[config.mk]
export PLATFORM = sky130hd
export DESIGN_NAME = fanin_event_collector_flat
export DESIGN_NICKNAME = d
export VERILOG_FILES = /design/src/rtl/fanin_event_collector_if.sv /design/src/rtl/fanin_event_collector.sv /design/src/flat_wrapper.sv
export SDC_FILE = /design/constraint.sdc
export NUM_CORES = 1
export LEC_CHECK = 0
export ABC_AREA = 1
export BUFFER_PORTS_ARGS = -buffer_cell sky130_fd_sc_hd__buf_2
export CAP_MARGIN = 20
export CORE_UTILIZATION = 45
export DETAILED_ROUTE_END_ITERATION = 16
export PLACE_DENSITY = 0.67
export REMOVE_ABC_BUFFERS = 1
export SYNTH_ARGS = -nofsm -noshare
export SYNTH_HDL_FRONTEND = slang
export SYNTH_SLANG_ARGS = --single-unit
export TNS_END_PERCENT = 100
[constraint.sdc]
create_clock -name clk -period 13 [get_ports clk]
set_input_delay 3.9 -clock clk [delete_from_list [all_inputs] [get_ports clk]]
set_output_delay 3.9 -clock clk [all_outputs]
set_load 0.01 [all_outputs]
[src/rtl/fanin_event_collector_if.sv]
// Event fan-in channel: N event pulse lines in, one indexed valid/ready
// stream out, plus status (busy, drop_cnt).
//   in        : N-bit event pulses (master -> collector)
//   out_valid : presented event is valid (collector -> master)
//   out_idx   : source index of presented event (collector -> master)
//   out_ready : consumer accepts presented event (master -> collector)
//   busy      : events pending or presented (collector -> master)
//   drop_cnt  : saturating count of merged events (collector -> master)
interface fanin_event_collector_if #(
  parameter int unsigned N    = 20,
  parameter int unsigned IDXW = 5,
  parameter int unsigned CNTW = 8
);
  logic [N-1:0]    in;
  logic            out_valid;
  logic [IDXW-1:0] out_idx;
  logic            out_ready;
  logic            busy;
  logic [CNTW-1:0] drop_cnt;

  modport master (
    output in, out_ready,
    input  out_valid, out_idx, busy, drop_cnt
  );

  modport slave (
    input  in, out_ready,
    output out_valid, out_idx, busy, drop_cnt
  );
endinterface

[src/rtl/fanin_event_collector.sv]
// Collects single-cycle event pulses from N sources into per-source pending
// bits and serializes them round-robin onto one registered valid/ready stream.
// A second event on a source whose pending bit is still set (and not being
// granted) is merged and counted in a saturating drop counter.
// Ports:
//   clk : clock, rising edge
//   rst : synchronous active-high reset
//   evt : event channel (slave side), see fanin_event_collector_if
module fanin_event_collector #(
  parameter int unsigned N    = 20,
  parameter int unsigned IDXW = 5,
  parameter int unsigned CNTW = 8
) (
  input logic                   clk,
  input logic                   rst,
  fanin_event_collector_if.slave evt
);

  localparam int unsigned CW = $clog2(N + 1);
  localparam int unsigned SW = CNTW + CW;

  logic [N-1:0]    r_pending;
  logic            r_out_valid;
  logic [IDXW-1:0] r_out_idx;
  logic [IDXW-1:0] r_ptr;
  logic [CNTW-1:0] r_drop_cnt;

  logic            w_slot_free;
  logic            w_found;
  logic [IDXW-1:0] w_grant_idx;
  logic [IDXW:0]   w_cand;
  logic            w_grant;
  logic [N-1:0]    w_grant_mask;
  logic [N-1:0]    w_merge;
  logic [CW-1:0]   w_nmerge;
  logic [SW-1:0]   w_sum;
  logic [CNTW-1:0] w_drop_next;

  assign w_slot_free = !r_out_valid || evt.out_ready;

  // Round-robin search starting just after ptr; ptr itself is visited last.
  always_comb begin
    w_found     = 1'b0;
    w_grant_idx = r_ptr;
    w_cand      = '0;
    for (int unsigned off = 1; off <= N; off++) begin
      w_cand = {1'b0, r_ptr} + (IDXW+1)'(off);
      if (w_cand >= (IDXW+1)'(N))
        w_cand = w_cand - (IDXW+1)'(N);
      if (!w_found && r_pending[w_cand[IDXW-1:0]]) begin
        w_found     = 1'b1;
        w_grant_idx = w_cand[IDXW-1:0];
      end
    end
  end

  assign w_grant = w_slot_free && w_found;

  always_comb begin
    w_grant_mask = '0;
    for (int unsigned i = 0; i < N; i++)
      w_grant_mask[i] = w_grant && (w_grant_idx == IDXW'(i));
  end

  // A source whose pending bit is being granted this edge can absorb a new
  // pulse without loss; only the remaining collisions are drops.
  assign w_merge = evt.in & r_pending & ~w_grant_mask;

  always_comb begin
    w_nmerge = '0;
    for (int unsigned i = 0; i < N; i++)
      w_nmerge = w_nmerge + CW'(w_merge[i]);
  end

  always_comb begin
    w_sum       = SW'(r_drop_cnt) + SW'(w_nmerge);
    w_drop_next = (w_sum > SW'({CNTW{1'b1}})) ? '1 : w_sum[CNTW-1:0];
  end

  always_ff @(posedge clk) begin
    if (rst) begin
      r_pending   <= '0;
      r_out_valid <= 1'b0;
      r_out_idx   <= '0;
      r_ptr       <= IDXW'(N - 1);
      r_drop_cnt  <= '0;
    end else begin
      r_pending  <= (r_pending & ~w_grant_mask) | evt.in;
      r_drop_cnt <= w_drop_next;
      if (w_slot_free) begin
        r_out_valid <= w_found;
        if (w_found) begin
          r_out_idx <= w_grant_idx;
          r_ptr     <= w_grant_idx;
        end
      end
    end
  end

  assign evt.out_valid = r_out_valid;
  assign evt.out_idx   = r_out_idx;
  assign evt.drop_cnt  = r_drop_cnt;
  assign evt.busy      = (|r_pending) || r_out_valid;

endmodule

[src/flat_wrapper.sv]
// flat-port wrapper written by rule: the top's interface ports become plain ports
module fanin_event_collector_flat 
#(
  parameter int unsigned N    = 20,
  parameter int unsigned IDXW = 5,
  parameter int unsigned CNTW = 8
)
  (clk, rst, evt_in, evt_out_ready, evt_out_valid, evt_out_idx, evt_busy, evt_drop_cnt);
  fanin_event_collector_if #(.N(N), .IDXW(IDXW), .CNTW(CNTW)) evt_i ();
  input logic clk;
  input logic rst;
  input wire logic [$bits(evt_i.in)-1:0] evt_in;
  input wire logic [$bits(evt_i.out_ready)-1:0] evt_out_ready;
  output wire logic [$bits(evt_i.out_valid)-1:0] evt_out_valid;
  output wire logic [$bits(evt_i.out_idx)-1:0] evt_out_idx;
  output wire logic [$bits(evt_i.busy)-1:0] evt_busy;
  output wire logic [$bits(evt_i.drop_cnt)-1:0] evt_drop_cnt;
  assign evt_i.in = evt_in;
  assign evt_i.out_ready = evt_out_ready;
  assign evt_out_valid = evt_i.out_valid;
  assign evt_out_idx = evt_i.out_idx;
  assign evt_busy = evt_i.busy;
  assign evt_drop_cnt = evt_i.drop_cnt;
  fanin_event_collector #(.N(N), .IDXW(IDXW), .CNTW(CNTW)) u_core (.clk(clk), .rst(rst), .evt(evt_i));
endmodule
==> flow_summary.yaml <==
yosys:
  ys_types: 56
  yosysMostFrequentCell: "nand2_1"
  synth-xor-area-share_pct: 4.75
  synth_fa_ha_area_share_pct: 13.4
  async_reset_ff_share_pct: 0
  yosys.area_share.simple_pct: 40.4
  yosysTopAreaCellShare_pct: 19.6
  yosysTopAreaCell: "nand2_1"
  yosys_warnings: 0
  ys_seq_elements: 37
  syn_area_um2: 7670
  synth_top_family_by_area: "simple AND/OR/NAND/NOR gates"
  synth-edff-count: 0
  synth.avg_cell_area_um2: 5.72
  ys_seq_area_share_pct: 9.66
  synthTopCellsByCount: "401 x nand2_1, 219 x inv_1, 123 x nand3_1, 74 x o21ai_0, 65 x a21oi_1"
  synthMuxAreaShare_pct: 0.261
  synth_area_leaders: "nand2_1 20%, inv_1 11%, dfxtp_1 9.7%"
  ys.flop_type: "dfxtp_1"
  synth_compound_area_share_pct: 16.7
  postSynthCellCount: 1342
route:
  antenna_left: 0
  dr.first_iter.drc_count: 977
  drc: 0
  dr_total_vias: 8614
  via_per_inst: 5.45
  dr.pass1.iters: 5
  drt_wl_total_um: 24800
  wire_per_inst_um: 15.7
timing:
  period_minus_slack_ps: 10960
  rsz0062_at_grt: "no"
  hold_violations: 0
  hold_slack_ps: 460
  finalMaxSlewViolations: 0
  fin_setup_tns_ps: 0
  max_freq_mhz: 91.3
  finClkSkew_ps: 6.02
  setup_violations: 0
  slew-limit-headroom_pct: 36.5
  tightest_slew_ps: 942
  fin_crit_sh_pct: 84.3
placement:
  portBuffers: 37
  place_area_um2: 7960
  dp_hpwl_um: 20400
  dp.cells: 1574
  place_congestion: 1.01
setup_path:
  slowest_delay_ps: 540
  critPathMostFrequentCell: "nand2_1"
  critPathKind: "register to register"
  worst-path-buf-inv: 9
  cpMaxStageDelayCell: "fa_1"
  startpoint_type: "register"
  worst_path_dominant_cell_family: "adder cells"
  critPathLaunch: "u_core.r_ptr[2]"
  crit_fanout: 26
  end_kind: "register"
  cp.required_ps: 13230
  reg2reg_from: "u_core.r_ptr[2]"
  cp.arrival_ps: 11190
clocking:
  clk_pin_slew_worst_paths_ps: 60
  cts_setup_buffers: 0
  htree_levels: 2
  clock-sinks: 37
  hold_buffers: 0
  tritoncts: "done"
  cts_resized: 0
  root_buffer: "clkbuf_16"
  clk_path_buf_depth: 2
  cts_made_buffers: 5
  insertion_delay_ps: 280
final_layout:
  n_antenna_cell: 0
  area_delta_synth_final_pct: 6.10
  multiInputGateArea_um2: 5780
  n_fill_cell: 1793
  stdcell_count: 1582
  regArea_um2: 743
  stdcell_area_um2: 8140
  fin_nets: 1457
  drive_above_1_share_pct: 10.3
die:
  start_util_pct: 46.1
  die_y_um: 133
  die_x_um: 133
  die_area_um2: 17600
  io_pins: 38
  core_area_um2: 16600
  rows: 47
grt:
  grt-ovfl-total: 0
  grt_pass1_vias: 7754
  grt_pass1_wl_um: 40100
  grt_max_degree: 58
  antenna_found_initial: 0
  grtUsageTotal_pct: 28.6
flow_run:
  maxCapViolCount: 0
min_path:
  hold_start: "u_core.evt.out_idx[0]"
  hp-class: "register to register"
status:
  status: "completed"
-- cell families (layout without fill, tap and decap cells) --
logic type                 after synthesis  in the layout
and+or+nand+nor                        689            689
buffers and inverters                  277            297
AOI/OAI and AO/OA                      231            231
adders and majority gates               73             73
DFF                                     37             37
xor gates and xnor gates                33             33
muxes                                    2              2
-- registers in the layout, indices dropped and copies added, names as in the netlist --
| register | flops |
|---|---|
| u_core.evt.drop_cnt | 8 |
| u_core.evt.out_valid | 1 |
| u_core.evt.out_idx | 3 |
| u_core.r_pending | 20 |
| u_core.r_ptr | 5 |
-- tightest hold or removal path, stage by stage, from the launching register on --
cell	delay [ps]
dfxtp_1	300
nand2_1	60
a21oi_1	50
-- area by class of cell --
cell class	count	area share (%)
Multi-Input combinational cell	1028	71.1
Inverter	247	11.5
Sequential cell	37	9.13
Tap cell	220	3.38
Timing Repair Buffer	42	2.74
Clock buffer	6	1.71
Clock inverter	2	0.461
-- path summary, 6_finish.rpt --
| check | end | depth (start not counted) | slack (ps) |
|---|---|---|---|
| worst max-delay path | u_core.evt.drop_cnt[5] | 59 | 2040 |
| worst min-delay path | u_core.evt.out_idx[0] | 2 | 460 |
| worst max register to register | u_core.evt.drop_cnt[5] | 59 | 2040 |
| worst min register to register | u_core.evt.out_idx[0] | 2 | 460 |
-- stage by stage --
stage	util (%)	setup slack (ps)
floorplan	-	2670
CTS	48.9	2160
global route	48.9	1180
finish	48.9	2040
detailed placement	47.8	2190
global placement	47.8	2300
-- cell usage in the layout (no fill, tap or decap), types with 5 or more instances in the layout --
cell type and count:
a21oi_1 65, o211ai_1 14, nand3_1 123, dfxtp_1 35, nand2_1 401, nand3_2 7
nand3b_1 6, nor4_1 5, buf_2 37, o21a_1 7, nand2_2 23, inv_2 24
nand4_1 32, ha_1 58, o21ai_0 74, clkbuf_16 5, fa_1 15, a31oi_1 8
o21ai_1 46, inv_1 219, buf_4 5, nor2_1 63, xor2_1 19, xnor2_1 7
nor3_1 10
-- layer usage --
metal	part of all wire, %	track usage, %
met5	0	0
met4	4.4	11.9
met3	6.9	2.68
met2	44	45.3
met1	45	39.7
Power is left out: the tool's default activity adds up to more than one toggle a clock period on the data nets, which glitch-free logic cannot reach.
